===== src/rtl/matmul_pkg.sv =====
// matmul_pkg
//   Shared types and default sizes for the sigma^T*J*sigma sweep sequencer.
//   sweep_state_e : sequencer FSM states
//   energy_t      : signed energy word at the default ENERGY_WIDTH
//   ENERGY_MAX    : most positive energy_t, the "no best yet" value
//   chunk_idx_t   : chunk index counter, one bit wider than needed so the
//                   count can reach NUM_J_CHUNKS without wrapping
package matmul_pkg;

    localparam int DEF_VECTOR_SIZE  = 256;
    localparam int DEF_NUM_J_CHUNKS = 4;
    localparam int DEF_ENERGY_WIDTH = 21;
    localparam int DEF_ADDR_WIDTH   = 16;
    localparam int DEF_DRAIN_CYCLES = 10;

    typedef enum logic [2:0] {
        IDLE,
        ISSUE,
        STREAM,
        DRAIN,
        DONE
    } sweep_state_e;

    typedef logic signed [DEF_ENERGY_WIDTH-1:0] energy_t;

    localparam energy_t ENERGY_MAX = {1'b0, {(DEF_ENERGY_WIDTH-1){1'b1}}};

    typedef logic [$clog2(DEF_NUM_J_CHUNKS):0] chunk_idx_t;

endpackage


===== src/rtl/matmul_drain_timer.sv =====
// matmul_drain_timer
//   Down-counter that times the datapath drain after the last J chunk beat.
//   clk, rst_n : clock, async active-low reset
//   load_i     : load DRAIN_CYCLES (the cycle the sequencer enters DRAIN)
//   run_i      : count down (high while the sequencer sits in DRAIN)
//   expire_o   : high on the final drain cycle; the sequencer leaves DRAIN on it
module matmul_drain_timer #(
    parameter int DRAIN_CYCLES = 10
) (
    input  logic clk,
    input  logic rst_n,
    input  logic load_i,
    input  logic run_i,
    output logic expire_o
);

    localparam int TW = $clog2(DRAIN_CYCLES + 1);

    logic [TW-1:0] cnt_q;

    always_ff @(posedge clk or negedge rst_n) begin
        if (!rst_n) begin
            cnt_q <= '0;
        end else if (load_i) begin
            cnt_q <= TW'(DRAIN_CYCLES);
        end else if (run_i && cnt_q != '0) begin
            cnt_q <= cnt_q - 1'b1;
        end
    end

    // Loaded with N, the run lasts exactly N cycles: expire on the count of 1.
    // The <= also gives a one-cycle drain if DRAIN_CYCLES is 0.
    assign expire_o = run_i && (cnt_q <= TW'(1));

endmodule


===== src/rtl/matmul_sweep_ctrl.sv =====
// matmul_sweep_ctrl
//   Sequencer for the sigma^T*J*sigma energy datapath. Takes one spin-vector
//   command, requests NUM_J_CHUNKS J chunks from memory, pulses the datapath
//   start on the first returned beat, waits out the pipeline drain, then
//   reports the energy and tracks the best (lowest) accepted energy.
//   Command side : cmd_valid_i/cmd_ready_o, sigma_i, clear_best_i
//   Memory side  : mem_req_valid_o/mem_req_ready_i, mem_addr_o, mem_rsp_valid_i
//   Datapath     : mm_start_o, mm_sigma_o, energy_i
//   Result       : result_valid_o, result_energy_o, accept_o, best_energy_o
//   Status       : busy_o, err_o (sticky response-protocol error)
//   Optional     : `define MATMUL_SWEEP_PERF_EN adds perf_runs_o and
//                  perf_stall_o saturating counters.
module matmul_sweep_ctrl
    import matmul_pkg::*;
#(
    parameter int VECTOR_SIZE  = DEF_VECTOR_SIZE,
    parameter int NUM_J_CHUNKS = DEF_NUM_J_CHUNKS,
    parameter int ENERGY_WIDTH = DEF_ENERGY_WIDTH,
    parameter int ADDR_WIDTH   = DEF_ADDR_WIDTH,
    parameter int J_BASE_ADDR  = 0,
    parameter int DRAIN_CYCLES = DEF_DRAIN_CYCLES
) (
    input  logic                           clk,
    input  logic                           rst_n,
    input  logic                           cmd_valid_i,
    output logic                           cmd_ready_o,
    input  logic [VECTOR_SIZE-1:0]         sigma_i,
    input  logic                           clear_best_i,
    output logic                           mem_req_valid_o,
    input  logic                           mem_req_ready_i,
    output logic [ADDR_WIDTH-1:0]          mem_addr_o,
    input  logic                           mem_rsp_valid_i,
    output logic                           mm_start_o,
    output logic [VECTOR_SIZE-1:0]         mm_sigma_o,
    input  logic signed [ENERGY_WIDTH-1:0] energy_i,
    output logic                           result_valid_o,
    output logic signed [ENERGY_WIDTH-1:0] result_energy_o,
    output logic                           accept_o,
    output logic signed [ENERGY_WIDTH-1:0] best_energy_o,
    output logic                           busy_o,
    output logic                           err_o
`ifdef MATMUL_SWEEP_PERF_EN
    ,
    output logic [31:0]                    perf_runs_o,
    output logic [31:0]                    perf_stall_o
`endif
);

    localparam int IW = $clog2(NUM_J_CHUNKS) + 1;
    localparam logic [IW-1:0] N_CHUNKS = IW'(NUM_J_CHUNKS);
    localparam logic [IW-1:0] LAST_IDX = IW'(NUM_J_CHUNKS - 1);
    localparam logic signed [ENERGY_WIDTH-1:0] E_MAX = {1'b0, {(ENERGY_WIDTH-1){1'b1}}};

    sweep_state_e state_q, state_d;

    logic [IW-1:0]                  req_idx_q, rsp_idx_q;
    logic [VECTOR_SIZE-1:0]         sigma_q;
    logic signed [ENERGY_WIDTH-1:0] best_q, energy_q;
    logic                           err_q, err_run_q;

    logic in_burst, cmd_fire, req_fire, last_req;
    logic beat, extra_beat, gap, last_beat, rsp_done;
    logic drain_load, drain_expire, accept;

    // Responses are only meaningful while requests are outstanding; they may
    // start arriving before the last request is accepted.
    assign in_burst   = (state_q == ISSUE) || (state_q == STREAM);
    assign cmd_fire   = cmd_valid_i && (state_q == IDLE);
    assign req_fire   = (state_q == ISSUE) && mem_req_ready_i;
    assign last_req   = req_fire && (req_idx_q == LAST_IDX);
    assign beat       = in_burst && mem_rsp_valid_i && (rsp_idx_q < N_CHUNKS);
    assign extra_beat = mem_rsp_valid_i && !beat;
    // Once the burst has started every cycle must carry a beat until the last.
    assign gap        = in_burst && !mem_rsp_valid_i && (rsp_idx_q != '0) && (rsp_idx_q < N_CHUNKS);
    assign last_beat  = beat && (rsp_idx_q == LAST_IDX);
    assign rsp_done   = (rsp_idx_q == N_CHUNKS) || last_beat;

    always_comb begin
        state_d = state_q;
        case (state_q)
            IDLE:    if (cmd_fire)     state_d = ISSUE;
            ISSUE:   if (last_req)     state_d = rsp_done ? DRAIN : STREAM;
            STREAM:  if (last_beat)    state_d = DRAIN;
            DRAIN:   if (drain_expire) state_d = DONE;
            DONE:                      state_d = IDLE;
            default:                   state_d = IDLE;
        endcase
    end

    assign drain_load = (state_d == DRAIN) && (state_q != DRAIN);

    matmul_drain_timer #(
        .DRAIN_CYCLES (DRAIN_CYCLES)
    ) u_drain_timer (
        .clk      (clk),
        .rst_n    (rst_n),
        .load_i   (drain_load),
        .run_i    (state_q == DRAIN),
        .expire_o (drain_expire)
    );

    // A run that saw a response gap still reports its energy but never wins.
    assign accept = (state_q == DONE) && !err_run_q && (energy_i < best_q);

    always_ff @(posedge clk or negedge rst_n) begin
        if (!rst_n) begin
            state_q   <= IDLE;
            req_idx_q <= '0;
            rsp_idx_q <= '0;
            sigma_q   <= '0;
            best_q    <= E_MAX;
            energy_q  <= '0;
            err_q     <= 1'b0;
            err_run_q <= 1'b0;
        end else begin
            state_q <= state_d;

            if (cmd_fire) begin
                sigma_q   <= sigma_i;
                req_idx_q <= '0;
                rsp_idx_q <= '0;
                err_run_q <= 1'b0;
            end else begin
                if (req_fire) req_idx_q <= req_idx_q + 1'b1;
                if (beat)     rsp_idx_q <= rsp_idx_q + 1'b1;
                if (gap)      err_run_q <= 1'b1;
            end

            if (gap || extra_beat) err_q <= 1'b1;

            if (state_q == DONE) energy_q <= energy_i;

            // Clear beats a same-cycle accept.
            if (clear_best_i)  best_q <= E_MAX;
            else if (accept)   best_q <= energy_i;
        end
    end

    assign cmd_ready_o     = (state_q == IDLE);
    assign busy_o          = (state_q != IDLE);
    assign mem_req_valid_o = (state_q == ISSUE);
    assign mem_addr_o      = ADDR_WIDTH'(J_BASE_ADDR) + ADDR_WIDTH'(req_idx_q);
    assign mm_start_o      = beat && (rsp_idx_q == '0);
    assign mm_sigma_o      = sigma_q;
    assign result_valid_o  = (state_q == DONE);
    // Energy is live on the DONE cycle; the captured copy holds it afterwards.
    assign result_energy_o = (state_q == DONE) ? energy_i : energy_q;
    assign accept_o        = accept;
    assign best_energy_o   = best_q;
    assign err_o           = err_q;

`ifdef MATMUL_SWEEP_PERF_EN
    logic [31:0] perf_runs_q, perf_stall_q;

    always_ff @(posedge clk or negedge rst_n) begin
        if (!rst_n) begin
            perf_runs_q  <= '0;
            perf_stall_q <= '0;
        end else begin
            if ((state_q == DONE) && (perf_runs_q != '1))
                perf_runs_q <= perf_runs_q + 1'b1;
            if (mem_req_valid_o && !mem_req_ready_i && (perf_stall_q != '1))
                perf_stall_q <= perf_stall_q + 1'b1;
        end
    end

    assign perf_runs_o  = perf_runs_q;
    assign perf_stall_o = perf_stall_q;
`endif

endmodule


===== config.mk =====
export PLATFORM = sky130hd
export DESIGN_NAME = matmul_sweep_ctrl
export DESIGN_NICKNAME = d
export VERILOG_FILES = /design/src/rtl/matmul_pkg.sv /design/src/rtl/matmul_drain_timer.sv /design/src/rtl/matmul_sweep_ctrl.sv
export SDC_FILE = /design/constraint.sdc
export NUM_CORES = 1
export LEC_CHECK = 0
export ABC_AREA = 1
export CAP_MARGIN = 20
export CORE_AREA = 2 2 236 238
export DETAILED_ROUTE_END_ITERATION = 8
export DIE_AREA = 0 0 238 240
export GPL_TIMING_DRIVEN = 0
export SLEW_MARGIN = 20
export SYNTH_ARGS = -nofsm -noshare
export SYNTH_HDL_FRONTEND = slang
export SYNTH_SLANG_ARGS = --single-unit

===== constraint.sdc =====
create_clock -name clk -period 2.34 [get_ports clk]
set_input_delay 0.468 -clock clk [delete_from_list [all_inputs] [get_ports clk]]
set_output_delay 0.468 -clock clk [all_outputs]
set_load 0.01 [all_outputs]

* After elaboration in Yosys (flattened, before gate mapping) *
Index checks and enable logic that the tools add are counted.
W data, S select, Z words.

operators by class
  $add $sub $neg = 3
  magnitude comparators = 3
  equality and inequality tests = 9
  multiplexer cells = 17
  reduce and logical (&&, ||, !) cells = 32

operator list
  kind                   count
  $mux W21               3
  $mux W3                8
  $lt A21 B21 Y1         1
  $logic_and A1 B1 Y1    16
  $eq A3 B2 Y1 const B   5
  $pmux W3 S4            1
  $reduce_bool A2 Y1     5
  $mux W4                2
  $add A3 B1 Y3 const B  2
  $eq A3 B3 Y1 const B   2
  $logic_not A3 Y1       2
  $reduce_bool A3 Y1     2
  $le A4 B1 Y1 const B   1
  $reduce_bool A4 Y1     1
  $sub A4 B1 Y4 const B  1
  $eq A3 B1 Y1 const B   1
  $logic_not A1 Y1       3
  $logic_or A1 B1 Y1     3
  $lt A3 B3 Y1 const B   1
  $mux W1                3
  $ne A3 B2 Y1 const B   1

storage, ports and cells
  register bits = 313
  bits of input ports = 283
  output and inout port bits = 321
  word-level logic and storage cells = 73

* Depth between registers and ports, before layout *
  depth after elaboration = 12
  mapped depth = 15
  depth with buffers taken out = 15

* Modules after synthesis *
From an unflattened synthesis, not the netlist that was laid out.

unflattened totals
  cells, all modules = 1506
  area, all modules = 13002.5 sq um

modules (own cells, without submodules)
  module              instances  cells an instance  area each (sq um)  sequential area each (sq um)
  matmul_sweep_ctrl   1          1468               12718.4            7757.4
  matmul_drain_timer  1          38                 284.0              100.1

* Worst setup path before layout *
Ideal clock, no wire load.

  path type = register -> output
  from = register best_q[19] (netlist: best_energy_o[19])
  to = output port accept_o
  arrival time = 1.756 ns
  path slack = 0.116 ns
  cell stages (with the launch flop) = 12
  cell sequence = dfstp_2 inv_1 ha_1 nand2_1 nor2_1 nand2_1 nor2_1 nand2_1 nand4_1 nand3_4 buf_6 inv_1

on the way
  longest elaborated chain between the ends = 2

RTL lines
  element                 RTL line                  source
  start, declared         matmul_sweep_ctrl.sv:58   logic signed [ENERGY_WIDTH-1:0] best_q, energy_q;
  start signal, assigned  matmul_sweep_ctrl.sv:135  else if (accept) best_q <= energy_i;
  $lt A21 B21 Y1          matmul_sweep_ctrl.sv:103  assign accept = (state_q == DONE) && !err_run_q && (energy_i < best_q);
  $logic_and A1 B1 Y1     matmul_sweep_ctrl.sv:103
  end, declared           matmul_sweep_ctrl.sv:38   output logic accept_o,

Every way passes these cells.

* Final worst setup path *
Ends and elaborated chain as after synthesis.

==> reports/metrics.yaml <==
drt:
  drt-total-wl_mm: 47.1
  ant_nets: 0
  drt-initial-drc-count: 496
  post-route-drc-count: 0
  drt_pass1_iterations: 5
  vias: 12116
  viasPerCell: 4.18
  wl_per_cell_um: 16.3
synth:
  ys_seq_area_frac: 0.612
  synthDistinctLibCells: 29
  syn_avg_cell_area_um2: 8.61
  ys.flop_type: "dfrtp_1"
  ys_warn_count: 0
  syn-instance-count: 1491
  synthTopCellsByArea: "dfrtp_1 (57%), nand2_1 (26%), dfstp_2 (4.1%)"
  synth_edf_count: 0
  async_reset_ff_frac: 1.00
  synth_top_area_share: 0.571
  synth_top_area_cell: "dfrtp_1"
  syn_area_mm2: 0.0128
  ys_ff_latch: 313
setup_path:
  setup.worst_path.start_class: "register"
  slowest_delay_ps: 550
  cp_cell_sequence: "inv_2 -> ha_4 -> nand2_4 -> nor2_4 -> nand2_2 -> nor2_2 -> nand2_2 -> nand4_1 -> nand3_4 -> inv_2 -> buf_6"
  r2r_cells: 12
  regToRegSetupSlack_ps: 140
  cp_max_fo: 2
  slowest_stage: "dfstp_2"
  r2r-end: "best_energy_o[20]"
  crit_buf_inv: 3
  cp.arrival_ps: 2250
  r2r_start: "best_energy_o[19]"
  critical_path_required_ps: 1870
  path_delay_family: "simple AND/OR/NAND/NOR gates"
  critical_path_class: "reg -> out"
  cp-end-kind: "primary output"
global_routing:
  grtUsageTotal: 0.157
  use_met2: 0.272
  grt_pass1_vias: 12232
  antenna_found_initial: 4
  grt_use_met3: 0.0579
  gr-total-overflow: 0
  met1_usage: 0.180
  top_usage_layer: "met2"
  grt_pass1_wl_mm: 70.1
  grt_start_max_net_pins: 95
sta:
  tns_ps: -383
  worstMarginPinSlew_ps: 980
  fin_crit_ps: 2720
  drv_slew: 0
  slew_headroom: 0.347
  finalSetupViolCount: 1
  hold_viol_final: 0
  whs_ps: 460
  rsz0062_at_grt: "true"
  fin_skew_ps: 7.93
  timing.final.ws_setup_ps: -383
  period_share: 1.16
  fmax_ghz: 0.367
cells_and_area:
  drive_gt1_frac: 0.123
  multi_input_area_mm2: 0.00472
  final_cell_mix: "nand2_1 (887), clkdlybuf4s50_1 (563), dfrtp_1 (293)"
  area_growth_pct: 68.5
  fin_nets: 2477
  final_common_cell: "nand2_1"
  num-fill-cells: 5378
  final-seq-area_mm2: 0.00786
floorplan:
  num_rows: 86
  coreArea_mm2: 0.0547
  die_h_um: 240
  io_pins: 604
  design.die.area_mm2: 0.0571
  initial_core_util: 0.235
  die_w_um: 238
clocking:
  clkTransAtPathRegs_ps: 60
  cts_root_buf: "clkbuf_16"
  clk_latency_ps: 530
  clk_path_buf_depth: 3
  cts_sinks: 313
  cts_tree: "built"
  htreeDepth: 2
  numCtsBuffers: 38
flow_run:
  maxCapViolCount: 0
outcome:
  violations: "setup timing"
  status: "finished with violations"
place:
  gp_congestion: 0.840
  dp_hpwl_mm: 35.2
  portBuffers: 590
power:
  leakage_nw: 10.7
  cellPowerDensity_mw_per_mm2: 1200
  vdd_drop_max_mv: 0.707
  total_power_mw: 26.0
worst_hold_path:
  hold_path_class: "in -> async"
==> per-stage QoR <==
step / std cells / cell area [um^2] / setup WS [ps] / util
2_1_floorplan: 1503 / 12900 / 116 / -
3_3_place_gp: 2797 / 19700 / -13200 / 0.360
3_5_place_dp: 2800 / 19800 / -1000 / 0.361
4_1_cts: 2887 / 21300 / -382 / 0.390
5_1_grt: 2896 / 21600 / -492 / 0.396
6_report: 2897 / 21600 / -383 / 0.396
==> cell usage after synthesis, types with 10 or more instances <==
cell type	n
o21ai_0	13
buf_4	24
a21oi_1	10
dfstp_2	20
nand4_1	12
ha_1	28
clkbuf_1	20
buf_2	33
nand3_1	30
nor2_1	21
nand2_1	904
dfrtp_1	293
inv_1	63
==> per-layer routing <==
layer	vias to the layer above	wire length (um)	share of wire
met1	5697	18100	0.38
met4	6	1290	0.027
li1	5852	-	-
met2	479	23100	0.49
met3	82	4550	0.097
met5	-	36	0.00076
==> worst max-delay path by stage <==
stage	start	depth (start not counted)	endpoint
finish	best_energy_o[19]	11	accept_o
global route	best_energy_o[19]	11	accept_o
CTS	best_energy_o[18]	11	accept_o
detailed placement	energy_i[17]	12	accept_o
global placement	rst_n	1	mm_sigma_o[103]
floorplan	best_energy_o[19]	11	accept_o
==> flip-flops by register name, indices dropped and copies added (netlist names) <==
signal / cells
u_drain_timer.cnt_q: 4
err_run_q: 1
state_q: 3
mm_sigma_o: 256
req_idx_q: 3
rsp_idx_q: 3
best_energy_o: 21
err_o: 1
energy_q: 21
==> cell type report <==
type,count,area share
Buffer,80,0.0227
Multi-Input combinational cell,1045,0.218
Sequential cell,313,0.363
Clock inverter,10,0.00498
Timing Repair Buffer,624,0.285
Antenna cell,1,0.000116
Tap cell,704,0.0407
Inverter,64,0.0112
Clock buffer,56,0.0533
==> power breakdown <==
part / total [mW] / switching [mW] / internal [mW]
clock: 5.96 / 2.34 / 3.62
sequential: 9.13 / 1.33 / 7.80
combinational: 11.0 / 5.29 / 5.67
total: 26.0 / 8.95 / 17.1
==> worst reg2reg max path: stages (launching register included) <==
cell	delay [ps]
dfstp_2	550
inv_2	50
ha_4	210
nand2_4	80
nor2_4	50
buf_4	130
a21oi_4	160
nand4_1	180
nand3_4	140
buf_4	210
nand2_2	180
nand2_1	100
nand2_1	50
==> cells by family after synthesis <==
group / count (synthesis) / share of synthesized area
muxes: 1 / 0.000877
DFF: 313 / 0.612
AOI/OAI and AO/OA: 27 / 0.0112
buffers and inverters: 145 / 0.0538
xor gates and xnor gates: 3 / 0.00205
adders and majority gates: 28 / 0.0273
other: 1 / 0.000292
and+or+nand+nor: 973 / 0.292
==> timing repair <==
| item | CTS | global route |
|---|---|---|
| hold buffers | 1 | 0 |
| buffers inserted | 21 | 8 |
| resized for setup | 166 | 47 |
| endpoints found under the setup margin | 26 | 94 |
| endpoints found under the hold margin | 43 | 0 |
| cloned | 0 | 1 |
| pin swaps | 24 | 30 |
Power figures use the tool's default switching activity.
